**src/rtl/lvds_train_ctrl.sv**
```systemverilog
// lvds_train_ctrl
// Link-training controller for the 6-bit LVDS port. Once the PLL has been
// locked long enough, it sweeps the RX sample-delay tap, checks the received
// training pattern at each tap and parks the tap in the middle of the first
// contiguous good window. The TX training pattern free-runs throughout; on
// success the TX port is handed back to the datapath.
//
// Build option: LVDS_TRAIN_RETRAIN_EN adds the `retrain` input, which restarts
// training from DONE or FAIL.
//
// Ports:
//   clk            in   fabric clock
//   reset_b        in   asynchronous active-low reset
//   locked         in   PLL lock (asynchronous, synchronised here)
//   retrain        in   retrain pulse (only with LVDS_TRAIN_RETRAIN_EN)
//   rx_frame       in   received frame bit
//   rx_d[5:0]      in   received data
//   tap_sel        out  RX sample-delay select
//   tx_src         out  0 = TX training pattern, 1 = TX datapath
//   tx_train_frame out  training frame bit
//   tx_train_d     out  training data
//   train_done     out  high while in DONE
//   train_fail     out  high while in FAIL
//
// state     | meaning
// WAIT_LOCK | counting consecutive synced lock cycles
// SETTLE    | letting the RX path settle after a tap change
// CHECK     | comparing received pattern at the current tap
// EVAL      | picking the centre of the first good window
// DONE      | trained, TX handed to datapath
// FAIL      | no good tap found

module lvds_train_ctrl #(
    parameter int         TAP_W      = 5,
    parameter int         LOCK_CYC   = 256,
    parameter int         SETTLE_CYC = 16,
    parameter int         CHECK_CYC  = 1024,
    parameter logic [5:0] PATTERN    = 6'h2A
) (
    input  logic             clk,
    input  logic             reset_b,
    input  logic             locked,
`ifdef LVDS_TRAIN_RETRAIN_EN
    input  logic             retrain,
`endif
    input  logic             rx_frame,
    input  logic [5:0]       rx_d,
    output logic [TAP_W-1:0] tap_sel,
    output logic             tx_src,
    output logic             tx_train_frame,
    output logic [5:0]       tx_train_d,
    output logic             train_done,
    output logic             train_fail
);

    localparam int CNT_MAX = (LOCK_CYC > SETTLE_CYC)
                           ? ((LOCK_CYC > CHECK_CYC) ? LOCK_CYC : CHECK_CYC)
                           : ((SETTLE_CYC > CHECK_CYC) ? SETTLE_CYC : CHECK_CYC);
    localparam int CNT_W = (CNT_MAX > 2) ? $clog2(CNT_MAX) : 1;

    localparam logic [CNT_W-1:0] LOAD_LOCK   = CNT_W'(LOCK_CYC - 1);
    localparam logic [CNT_W-1:0] LOAD_SETTLE = CNT_W'(SETTLE_CYC - 1);
    localparam logic [CNT_W-1:0] LOAD_CHECK  = CNT_W'(CHECK_CYC - 1);
    localparam logic [TAP_W-1:0] TAP_MAX     = '1;

    typedef enum logic [2:0] {
        S_WAIT_LOCK,
        S_SETTLE,
        S_CHECK,
        S_EVAL,
        S_DONE,
        S_FAIL
    } state_t;

    state_t           r_state;
    state_t           w_state_nxt;
    logic             w_tx_src_nxt;
    logic             w_done_nxt;
    logic             w_fail_nxt;
    logic             r_tx_src;
    logic             r_done;
    logic             r_fail;

    logic             r_lock_s1;
    logic             r_lock_s2;
    logic             w_retrain;

    logic             r_tx_frame;
    logic [5:0]       r_tx_d;

    logic             r_q1_f;
    logic             r_q2_f;
    logic [5:0]       r_q1_d;
    logic [5:0]       w_exp_d;
    logic             w_err;
    logic             w_bad;

    logic [CNT_W-1:0] r_cnt;
    logic             r_err_flag;
    logic [TAP_W-1:0] r_tap;
    logic [TAP_W-1:0] r_first;
    logic [TAP_W-1:0] r_last;
    logic             r_open;
    logic             r_closed;
    logic             w_found;
    logic             w_cnt_zero;
    logic             w_restart;

`ifdef LVDS_TRAIN_RETRAIN_EN
    assign w_retrain = retrain;
`else
    assign w_retrain = 1'b0;
`endif

    assign w_exp_d    = r_q1_f ? PATTERN : ~PATTERN;
    assign w_err      = (r_q1_f == r_q2_f) || (r_q1_d != w_exp_d);
    assign w_bad      = r_err_flag | w_err;
    assign w_found    = r_open | r_closed;
    assign w_cnt_zero = (r_cnt == '0);
    // Any exit back to WAIT_LOCK from another state (lock loss or retrain).
    assign w_restart  = (r_state != S_WAIT_LOCK) && (w_state_nxt == S_WAIT_LOCK);

    // State register (outputs registered alongside so they track the state).
    always_ff @(posedge clk or negedge reset_b) begin
        if (!reset_b) begin
            r_state  <= S_WAIT_LOCK;
            r_tx_src <= 1'b0;
            r_done   <= 1'b0;
            r_fail   <= 1'b0;
        end else begin
            r_state  <= w_state_nxt;
            r_tx_src <= w_tx_src_nxt;
            r_done   <= w_done_nxt;
            r_fail   <= w_fail_nxt;
        end
    end

    // Next-state logic.
    always_comb begin
        w_state_nxt = r_state;
        unique case (r_state)
            S_WAIT_LOCK: if (r_lock_s2 && w_cnt_zero) w_state_nxt = S_SETTLE;
            S_SETTLE:    if (w_cnt_zero) w_state_nxt = S_CHECK;
            S_CHECK:     if (w_cnt_zero) w_state_nxt = (r_tap == TAP_MAX) ? S_EVAL : S_SETTLE;
            S_EVAL:      w_state_nxt = w_found ? S_DONE : S_FAIL;
            S_DONE:      if (w_retrain) w_state_nxt = S_WAIT_LOCK;
            S_FAIL:      if (w_retrain) w_state_nxt = S_WAIT_LOCK;
            default:     w_state_nxt = S_WAIT_LOCK;
        endcase
        if (r_state != S_WAIT_LOCK && !r_lock_s2) begin
            w_state_nxt = S_WAIT_LOCK;
        end
    end

    // Output logic (next values of the registered outputs).
    always_comb begin
        w_tx_src_nxt = (w_state_nxt == S_DONE);
        w_done_nxt   = (w_state_nxt == S_DONE);
        w_fail_nxt   = (w_state_nxt == S_FAIL);
    end

    // Lock synchroniser, TX pattern generator, RX capture pipeline.
    always_ff @(posedge clk or negedge reset_b) begin
        if (!reset_b) begin
            r_lock_s1  <= 1'b0;
            r_lock_s2  <= 1'b0;
            r_tx_frame <= 1'b0;
            r_tx_d     <= 6'h00;
            r_q1_f     <= 1'b0;
            r_q2_f     <= 1'b0;
            r_q1_d     <= 6'h00;
        end else begin
            r_lock_s1  <= locked;
            r_lock_s2  <= r_lock_s1;
            r_tx_frame <= ~r_tx_frame;
            // Data follows the frame value being loaded this edge.
            r_tx_d     <= r_tx_frame ? ~PATTERN : PATTERN;
            r_q1_f     <= rx_frame;
            r_q2_f     <= r_q1_f;
            r_q1_d     <= rx_d;
        end
    end

    // Timer, tap select and good-window tracker.
    always_ff @(posedge clk or negedge reset_b) begin
        if (!reset_b) begin
            r_cnt      <= LOAD_LOCK;
            r_err_flag <= 1'b0;
            r_tap      <= '0;
            r_first    <= '0;
            r_last     <= '0;
            r_open     <= 1'b0;
            r_closed   <= 1'b0;
        end else if (w_restart) begin
            r_cnt <= LOAD_LOCK;
        end else begin
            unique case (r_state)
                S_WAIT_LOCK: begin
                    if (!r_lock_s2) begin
                        r_cnt <= LOAD_LOCK;
                    end else if (w_cnt_zero) begin
                        r_cnt    <= LOAD_SETTLE;
                        r_tap    <= '0;
                        r_first  <= '0;
                        r_last   <= '0;
                        r_open   <= 1'b0;
                        r_closed <= 1'b0;
                    end else begin
                        r_cnt <= r_cnt - 1'b1;
                    end
                end
                S_SETTLE: begin
                    if (w_cnt_zero) begin
                        r_cnt      <= LOAD_CHECK;
                        r_err_flag <= 1'b0;
                    end else begin
                        r_cnt <= r_cnt - 1'b1;
                    end
                end
                S_CHECK: begin
                    r_err_flag <= w_bad;
                    if (w_cnt_zero) begin
                        if (!w_bad && !r_closed) begin
                            if (!r_open) r_first <= r_tap;
                            r_last <= r_tap;
                            r_open <= 1'b1;
                        end else if (w_bad && r_open) begin
                            r_open   <= 1'b0;
                            r_closed <= 1'b1;
                        end
                        if (r_tap != TAP_MAX) begin
                            r_tap <= r_tap + 1'b1;
                            r_cnt <= LOAD_SETTLE;
                        end
                    end else begin
                        r_cnt <= r_cnt - 1'b1;
                    end
                end
                S_EVAL: begin
                    r_tap <= w_found ? (r_first + ((r_last - r_first) >> 1)) : '0;
                end
                default: begin
                end
            endcase
        end
    end

    assign tap_sel        = r_tap;
    assign tx_src         = r_tx_src;
    assign tx_train_frame = r_tx_frame;
    assign tx_train_d     = r_tx_d;
    assign train_done     = r_done;
    assign train_fail     = r_fail;

endmodule

```
**config.mk**
```make
export PLATFORM = sky130hd
export DESIGN_NAME = lvds_train_ctrl
export DESIGN_NICKNAME = d
export VERILOG_FILES = /design/src/rtl/lvds_train_ctrl.sv
export SDC_FILE = /design/constraint.sdc
export NUM_CORES = 1
export LEC_CHECK = 0
export BUFFER_PORTS_ARGS = -buffer_cell sky130_fd_sc_hd__buf_2
export CORE_MARGIN = 5
export CORE_UTILIZATION = 40
export DETAILED_ROUTE_END_ITERATION = 10
export GPL_TIMING_DRIVEN = 0
export PLACE_DENSITY_LB_ADDON = 0.05
export SYNTH_ARGS = -nofsm -noshare
export SYNTH_HDL_FRONTEND = slang
export SYNTH_SLANG_ARGS = --single-unit
```
**constraint.sdc**
```tcl
create_clock -name clk -period 5.9 [get_ports clk]
set_input_delay 1.77 -clock clk [delete_from_list [all_inputs] [get_ports clk]]
set_output_delay 1.77 -clock clk [all_outputs]
set_load 0.02 [all_outputs]
```
Word-level counts from Yosys, hierarchy flattened
Cells that the tools add are included.
Operators by class
  add/subtract/negate cells: 4
  equal/unequal tests: 22
  mux-type cells: 40
  bitwise logic cells: 4
  reduce and logical (&&, ||, !) cells: 25
Operators with widths (number)
  10-bit two-way mux: 6
  5-bit two-way mux: 10
  10-bit case mux with 3 select lines: 1
  5-bit case mux with 2 select lines: 2
  2-bit != test (second input constant): 9
  6-bit AND reduction: 3
  3-bit case mux with 5 select lines: 1
  5-bit case mux with 3 select lines: 1
  7-bit AND reduction: 2
  3-bit == test (second input constant): 4
  3-bit two-way mux: 4
  6-bit two-way mux: 2
  10-bit zero test: 1
  10-bit by 1-bit subtractor with 10-bit output (second input constant): 1
  1-bit two-way mux: 9
  3-bit by 2-bit == test with 1-bit output (second input constant): 2
  3-bit zero test: 2
  6-bit != test: 1
  1-bit case mux with 2 select lines: 3
  3-bit nonzero test: 2
  5-bit by 1-bit adder with 5-bit output (second input constant): 1
  5-bit by 4-bit adder with 5-bit output: 1
  5-bit == test (second input constant): 1
  1-bit logical AND: 5
  other kinds (16): 21
Word-level totals
  register bits: 50
  bits of input ports: 10
  output and inout bits: 15
  logic and storage cells: 112

Logic depth before layout (Yosys ltp)
Gate-level depths: netlist of the first run.
  depth after elaboration: 9
  depth in mapped cells: 11

Worst setup path before layout of the first run
Ideal clock, no wire load.
  kind: flip-flop to output port
  start: register tx_train_d[3] (netlist name)
  end: output tx_train_d[1]
  data arrival time: 0.680 ns
  required time: 4.130 ns
  slack: 3.450 ns
  cell stages (with the launch flop): 2
  cell sequence: dfrtp_1 > buf_4
RTL lines
  end: declaration: RTL line 51  | output logic [5:0] tx_train_d,

==> results of run 1 <==
-- layout by cell type, fill, tap and decap left out, drive strengths merged, types with 4 or more instances in the layout --
master  synthesis  layout
dfrtp          37      37
buf             6      30
o21ai          20      20
nor2           17      17
nand2          17      17
a21oi          14      14
inv            12      12
a22o           10      10
ha             10      10
clkbuf          4      10
dfstp           8       8
nor3            8       8
nand2b          6       6
a21o            6       6
nand3           6       6
xnor2           5       5
a31oi           5       5
nor4            4       4
-- cell families (layout without fill, tap and decap cells) --
logic type / after synthesis / in the layout / synth area share (%)
buffers and inverters: 22 / 54 / 4.33
AO/OA/AOI/OAI: 74 / 74 / 20.3
flip-flops: 45 / 45 / 46.9
AND/OR/NAND/NOR: 76 / 76 / 19.1
XOR/XNOR: 7 / 7 / 2.53
adder cells (fa/ha/maj): 12 / 12 / 6.81
-- final cells by class --
cell class | instances | area, um2
tap | 75 | 93.8
multi-input combinational | 169 | 1180
sequential | 45 | 1140
clock buffer | 6 | 82.6
buffer | 10 | 60.1
fill | 582 | 3160
timing repair buffer | 24 | 120
inverter | 12 | 45.0
clock inverter | 2 | 37.5
-- registers in the layout, summed over array words and instances, names as in the netlist --
name        count
r_lock_s1       1
r_q1_f          1
r_cnt          10
tap_sel         5
r_last          5
r_open          1
r_q1_d          6
r_err_flag      1
r_first         5
r_closed        1
r_q2_f          1
r_lock_s2       1
train_fail      1
tx_train_d      2
r_state         3
train_done      1
-- cells in the mapped netlist (all sizes together) (5+ instances only) --
cell type,count
ha,10
nor3,8
nor2,17
dfstp,8
a22o,10
buf,6
nand2b,6
a21o,6
a31oi,5
a21oi,14
dfrtp,37
nand2,17
inv,12
nand3,6
xnor2,5
o21ai,20
-- worst paths after layout --
check / end / cells after the start
worst max-delay path: tx_train_d[5] / 2
worst min-delay path: r_lock_s2 / 0
worst max register to register: tap_sel[4] / 9
worst min register to register: r_lock_s2 / 0
max in group asynchronous: r_state[2] / 1
min in group asynchronous: r_q1_d[2] / 1
-- metrics by stage --
stage | area, um2 | setup WS [ps]
finish | 2760 | 3110
global route | 2760 | 3060
CTS | 2760 | 3100
detailed placement | 2640 | 3210
global placement | 2640 | 3240
floorplan | 2420 | 3450
-- where the power goes --
group	internal [mW]	switching [mW]
combinational	0.00671	0.0127
sequential	0.315	0.00391
clock	0.138	0.110
-- layer usage --
layer / track usage, % / wire [um] / vias up
met1: 21.2 / 2670 / 859
met5: 0 / 0 / -
met2: 21.4 / 2190 / 31
met4: 4.46 / 61 / 0
met3: 3.10 / 205 / 6
li1: - / - / 921
==> metrics.txt, run 1 <==
DRC viols 0; initial core utilization roughly two fifths; proportion of layout cells with a drive suffix above 1 20.1%; Skew-Pair Late Insertion Delay ~300 ps; crit path cell chain buf_4 -> buf_2; worst slew pin tran just over 1000 ps; EDFF count, synth 0; share of the synthesized area in the top cell type 38.2%; clk sink count 45; Post-layout nets 289; crit path DAT 1020 ps; RSZ-0062 raised after global routing false; startpoint types flop; Tcrit/Tclk final between 40 and 50%; CTS root buf clkbuf_8; TritonCTS clock tree done; Fin Setup TNS 0 ps; Req. time, crit path 4130 ps; # port buffers 24; shortest period the worst path allows 2790 ps; Synth-to-Final Area Change 13.8%; I/O pins 25; worst r2r src r_first[1]; Total GRT Usage approximately 15%; Layout Cells excl Fill roughly 340; Std-Cell Rows 28; H-tree levels 2; status complete, no violations; critical path buffer and inverter count 2; vias per cell about 5.3; dpl cells 335; Leakage 1.27 nW; GP Congestion 0.803; Max-cap violations 0; Async S/R FF share, synth 100%; PostCTS Resize Cnt 0; CP Capture Type output port; grt ovf 0; Hold WS 355 ps; Fin Clk Skew roughly 7.6 ps; worst min-delay path startpoint r_lock_s1; antenna violations before repair 0; Net Count, Synth between 200 and 300; Yosys top cell by area dfrtp_1; first-pass GRT wire length between 8 and 9 mm; largest net degree at the start of global routing 46; Yosys reg bits 45; R2R setup slack around 3400 ps; final max-slew violation count 0; synthesized area between 2000 and 2500 um2; Die Width a little under 90 um; Final Hold Fails 0; number of buffers added for setup after CTS 0; Mapped Avg Cell Area 10.3 um2; Critical path origin tx_train_d[3]; DP HPWL roughly 3.7 mm; slew margin rel. between 30 and 40%; Syn Inst Count roughly 240; WL/cell around 15 um; P per Cell Area 212 nW/um2; die area ~7700 um2; largest cells by area after synthesis dfrtp_1, dfstp_2, ha_1, a22o_1, a21oi_1; Clock Path Buffers 2; crit path kind reg2out; fmax approximately 0.36 GHz; CP top delay family flip-flops; final total power 586 uW; Pre-antenna DRT Iters 4; setup violators final 0; Peak VDD IR 0.0982 mV; Reg clk slew, reported paths ~90 ps; ANT cells 0; remaining antenna violation count 0; Hold WC Path Type reg2reg; die extent in y between 80 and 90 um; YS warnings 0; fin util between 40% and 50%; Worst Path Max Fanout 6; vias between 1.5k and 2k; post-synth cell types 50; Critical-path top delay cell dfrtp_1; total CTS buffers 5; core area roughly 6000 um2; cts hold-fix bufs 0; CP peak stage delay between 400 and 500 ps; initial detailed-routing violation count 57; drt total wl 5.13 mm; Top FF cell, synth dfrtp_1; post-synthesis sequential area ratio between 40 and 50%; vias in the first global route around 1.7k
(Power assumes the default switching activity.)
==> inputs of run 2 (changes only) <==
==> constraint.sdc (replaced) <==
create_clock -name clk -period 2.7 [get_ports clk]
set_input_delay 0.81 -clock clk [delete_from_list [all_inputs] [get_ports clk]]
set_output_delay 0.81 -clock clk [all_outputs]
set_load 0.02 [all_outputs]
==> metrics.txt, run 2 (synthesized netlist as in run 1, its figures left out) <==
Peak VDD IR 0.215 mV (was 0.0982 mV); vias 1812 (was 1817); Fin Setup TNS 0 ps (unchanged); startpoint types flop (unchanged); Final Hold Fails 0 (unchanged); # port buffers 24 (unchanged); H-tree levels 2 (unchanged); status complete, no violations (unchanged); grt ovf 0 (unchanged); Worst Path Max Fanout 2 (was 6); drt total wl 5.12 mm (was 5.13 mm); Pre-antenna DRT Iters 4 (unchanged); WL/cell 14.9 um (about the same); Die Width 87.9 um (unchanged); most common cell after layout, fill and taps aside dfrtp_1 (unchanged); slew margin rel. 32.5% (was 32.2%); Req. time, crit path 2890 ps (was 4130 ps); most frequent cells in the layout dfrtp_1, buf_2, nor2_1, nand2_1, a21oi_1 (unchanged); total CTS buffers 5 (unchanged); crit path cell chain nand2b_1 -> fa_1 -> ha_1 -> fa_1 -> a21o_1 -> a21oi_1 -> xnor2_1 -> a221oi_2 -> nor2_1 (was buf_4 -> buf_2); DP HPWL 3.68 mm (unchanged); shortest period the worst path allows ~2500 ps; RSZ-0062 raised after global routing false (unchanged); Max-cap violations 0 (unchanged); final total power 1.28 mW (was 586 uW); post-route cell area 2770 um2 (was 2760 um2); Tcrit/Tclk final 91.7%; clk sink count 45 (unchanged); vias per cell 5.27 (was 5.30); vias in the first global route 1715 (unchanged); I/O pins 25 (unchanged); antenna violations before repair 0 (unchanged); crit path DAT 2660 ps (was 1020 ps); Std-Cell Rows 28 (unchanged); Clock Path Buffers 2 (unchanged); CP peak stage delay 450 ps (was 430 ps); cts hold-fix bufs 0 (unchanged); final max-slew violation count 0 (unchanged); P per Cell Area 461 nW/um2 (was 212 nW/um2); Leakage 1.28 nW (was 1.27 nW); crit path kind reg2reg (was reg2out); proportion of layout cells with a drive suffix above 1 20.8% (was 20.1%); largest net degree at the start of global routing 46 (unchanged); fmax slightly above 0.4 GHz; core area 5920 um2 (unchanged); first-pass GRT wire length 8.66 mm (unchanged); CTS root buf clkbuf_8 (unchanged); Worst path most repeated cell fa_1; largest registers r_cnt: 10 flops, r_q1_d: 6 flops (unchanged); Hold WC Path Type reg2reg (unchanged); Reg clk slew, reported paths 90 ps (about the same); initial detailed-routing violation count 69 (was 57); Fin Clk Skew 7.81 ps (was 7.57 ps); DRC viols 0 (unchanged); die area 7720 um2 (unchanged); ANT cells 0 (unchanged); Cell Area, Placed 2640 um2 (unchanged); worst slew pin tran 1010 ps (was 1020 ps); Synth-to-Final Area Change 14.3% (was 13.8%); TritonCTS clock tree done (unchanged); die extent in y 87.9 um (unchanged); Critical-path top delay cell fa_1 (was dfrtp_1); remaining antenna violation count 0 (unchanged); initial core utilization 41.0% (unchanged); Post-layout nets 290 (was 289); Skew-Pair Late Insertion Delay 300 ps (about the same); FILL cells 585 (was 582); setup violators final 0 (unchanged); GP Congestion 0.803 (unchanged); max FFs per register 10 (unchanged); Total GRT Usage 14.5% (unchanged); Biggest register r_cnt (unchanged); CP Capture Type flop (was output port)
-- run 2: cell types whose count changed in the layout (fill, tap and decap cells not counted), sizes merged --
| cell | before | now |
|---|---|---|
| buf | 30 | 31 |
-- run 2: final cells by class --
type                    instances  area [um2]  share of cell area (%)
multi-input cells             169        1190                    42.9
inverters                      12        45.0                    1.62
repair buffers                 25         128                    4.60
plain buffers                  10        60.1                    2.17
clock buffers                   6        82.6                    2.98
clock inverters                 2        37.5                    1.35
well taps                      75        93.8                    3.38
flip-flops and latches         45        1140                    41.0
-- run 2: final timing paths --
| kind | start | to | slack [ps] | cells past startpoint |
|---|---|---|---|---|
| min reg2reg | r_lock_s1 | r_lock_s2 | 360 | 0 |
| min in group asynchronous | reset_b | r_q1_d[2] | 680 | 1 |
| max in group asynchronous | reset_b | tx_train_d[4] | 1400 | 1 |
| max | r_last[0] | tap_sel[4] | 220 | 9 |
| min | r_lock_s1 | r_lock_s2 | 360 | 0 |
| max reg2reg | r_last[0] | tap_sel[4] | 220 | 9 |
-- run 2: worst max-delay path, delay by kind of cell, from the launching register on --
family	cells	cell delay, ps
compound gates	3	560
xor+xnor	1	100
fa+ha+maj	3	1080
flops	1	390
simple gates	2	240
-- run 2: report_power, final --
part | switching, mW | internal (mW) | leakage, nW
registers | 0.00848 | 0.688 | 0.574
clock network | 0.239 | 0.301 | 0.0574
logic | 0.0277 | 0.0147 | 0.650
total | 0.275 | 1.00 | 1.28
-- run 2: metrics by stage --
stage                     cells  utilization (%)  setup WS, ps  hold slack, ps
after floorplan             236                -           360             331
after global placement      335             44.6           169             336
after detailed placement    335             44.6           190             338
after CTS                   343             46.6           180             358
after global routing        344             46.8          30.0             389
final                       344             46.8           223             355
-- run 2: what timing repair did --
item | CTS | global route
gates resized for setup | 0 | 1
setup endpoints to repair | 0 | 1
setup buffers | 0 | 1
-- run 2: layer usage --
metal	vias up	GRT usage (%)	routed length [um]
met5	-	0	0
met2	27	21.4	2170
met3	6	3.10	187
met4	0	4.46	61
li1	923	-	-
met1	856	21.2	2710
==> inputs of run 3 (changes only) <==
--- a/config.mk
+++ b/config.mk
@@ -8,9 +8,11 @@
 export BUFFER_PORTS_ARGS = -buffer_cell sky130_fd_sc_hd__buf_2
 export CORE_MARGIN = 5
 export CORE_UTILIZATION = 40
+export CTS_CLUSTER_DIAMETER = 50
 export DETAILED_ROUTE_END_ITERATION = 10
 export GPL_TIMING_DRIVEN = 0
 export PLACE_DENSITY_LB_ADDON = 0.05
+export REMOVE_ABC_BUFFERS = 1
 export SYNTH_ARGS = -nofsm -noshare
 export SYNTH_HDL_FRONTEND = slang
 export SYNTH_SLANG_ARGS = --single-unit
==> metrics.txt, run 3 (synthesized netlist as in run 1, its figures left out) <==
shortest period the worst path allows 2600 ps (was 2480 ps); largest registers r_cnt: 10 flops, r_q1_d: 6 flops (unchanged); Final Hold Fails 0 (unchanged); initial core utilization 41.0% (unchanged); Skew-Pair Late Insertion Delay 300 ps (about the same); worst slew pin tran 981 ps (was 1010 ps); Std-Cell Rows 28 (unchanged); initial detailed-routing violation count 93 (was 69); core area 5920 um2 (unchanged); # port buffers 24 (unchanged); WL/cell 15.1 um (was 14.9 um); Critical path origin r_cnt[1] (was r_last[0]); setup violators final 0 (unchanged); Peak VDD IR 0.309 mV (was 0.215 mV); Reg clk slew, reported paths 90 ps (about the same); Post-layout nets 280 (was 290); drt total wl 5.05 mm (was 5.12 mm); Layout Cells excl Fill 334 (was 344); Req. time, crit path 2930 ps (was 2890 ps); final max-slew violation count 0 (unchanged); vias in the first global route 1776 (was 1715); Total GRT Usage 14.4% (was 14.5%); die area 7720 um2 (unchanged); max FFs per register 10 (unchanged); RSZ-0062 raised after global routing false (unchanged); Hold WC Path Type reg2reg (unchanged); GP Congestion 0.784 (was 0.803); proportion of layout cells with a drive suffix above 1 18.9% (was 20.8%); most common cell after layout, fill and taps aside dfrtp_1 (unchanged); Pre-antenna DRT Iters 5 (was 4); Worst Path Max Fanout 9 (was 2); post-route cell area 2710 um2 (was 2770 um2); TritonCTS clock tree done (unchanged); Synth-to-Final Area Change 11.6% (was 14.3%); area of the multi-input gates 1180 um2 (was 1190 um2); Die Width 87.9 um (unchanged); clk sink count 45 (unchanged); DP HPWL 3.53 mm (was 3.68 mm); crit path DAT 2830 ps (was 2660 ps); vias 1819 (was 1812); P per Cell Area 469 nW/um2 (was 461 nW/um2); CP Capture Type flop (unchanged); Fin Setup TNS 0 ps (unchanged); FILL cells 567 (was 585); dpl cells 325 (was 335); worst r2r src r_cnt[1] (was r_last[0]); reg2reg end r_last[0] (was tap_sel[4]); ANT cells 0 (unchanged); vias per cell 5.45 (was 5.27); Leakage 1.24 nW (was 1.28 nW); total CTS buffers 5 (unchanged); Max-cap violations 0 (unchanged); first-pass GRT wire length 8.75 mm (was 8.66 mm); cts hold-fix bufs 0 (unchanged); Clock Path Buffers 2 (unchanged); startpoint types flop (unchanged); Worst Setup EP r_last[0] (was tap_sel[4]); I/O pins 25 (unchanged); die extent in y 87.9 um (unchanged); crit path kind reg2reg (unchanged); status complete, no violations (unchanged); antenna violations before repair 0 (unchanged); DRC viols 0 (unchanged); CTS root buf clkbuf_8 (unchanged); most frequent cells in the layout dfrtp_1, buf_2, nor2_1, nand2_1, a21oi_1 (unchanged); largest net degree at the start of global routing 46 (unchanged); Biggest register r_cnt (unchanged); fmax 0.385 GHz (was 0.404 GHz); remaining antenna violation count 0 (unchanged); H-tree levels 2 (unchanged); Cell Area, Placed 2580 um2 (was 2640 um2); R2R setup slack 100 ps (was 220 ps); FF/Latch Area 1140 um2 (unchanged); Fin Clk Skew 7.05 ps (was 7.81 ps); grt ovf 0 (unchanged); slew margin rel. 34.6% (was 32.5%); r2r worst-path depth 7 (was 9); Tcrit/Tclk final 96.3% (was 91.7%)
## run 3: cell types whose count changed in the layout (fill, tap and decap cells not counted), sizes merged
cell / change
buf: -6
clkbuf: -4
## run 3: worst min-delay path by stage
stage              start         to  slack [ps]  depth (start not counted)
2_1_floorplan  r_lock_s1  r_lock_s2         330                          0
3_3_place_gp   r_lock_s1  r_lock_s2         330                          0
3_5_place_dp   r_lock_s1  r_lock_s2         340                          0
4_1_cts        r_lock_s1  r_lock_s2         360                          0
5_1_grt        r_lock_s1  r_lock_s2         370                          0
6_report       r_lock_s1  r_lock_s2         360                          0
## run 3: stage by stage
| stage | power (mW) | setup slack, ps | util [%] | hold slack, ps |
|---|---|---|---|---|
| after floorplan | 0.726 | 360 | - | 331 |
| after global placement | 0.752 | 171 | 43.6 | 334 |
| after detailed placement | 0.752 | 182 | 43.6 | 340 |
| after CTS | 1.29 | 158 | 45.6 | 362 |
| after global routing | 1.33 | 7.92 | 45.7 | 375 |
| final | 1.27 | 100 | 45.7 | 358 |
## run 3: repair_timing
| action | 4_1_cts | 5_1_grt |
|---|---|---|
| buffers inserted | 0 | 1 |
| setup endpoints to repair | 0 | 1 |
| resized for setup | 0 | 0 |
## run 3: layout make-up
type	count	share of cell area, %
sequential	45	42.0
inverter	12	1.66
clock buffer	6	3.05
multi-input combinational	169	43.7
timing repair buffer	25	4.72
clock inverter	2	1.39
tap	75	3.47
## run 3: power breakdown
| group | leakage (nW) | switching [mW] | internal (mW) | total (mW) |
|---|---|---|---|---|
| clock | 0.0574 | 0.231 | 0.301 | 0.532 |
| combinational | 0.612 | 0.0255 | 0.0144 | 0.0399 |
| sequential | 0.574 | 0.0102 | 0.688 | 0.698 |
## run 3: worst max-delay path: stages, from the launching register on
cell and delay [ps]:
dfstp_2 390, inv_1 70, ha_1 230, nor4b_4 450, nand3_4 210, or3_4 410
nor3_2 550, a22o_1 220
## run 3: layer usage
metal | vias to the layer above | routed length (um) | global-route usage, %
met5 | - | 0 | 0
met4 | 0 | 59 | 4.18
met3 | 6 | 197 | 2.92
met2 | 32 | 2220 | 22.1
met1 | 878 | 2570 | 20.8
li1 | 903 | - | -
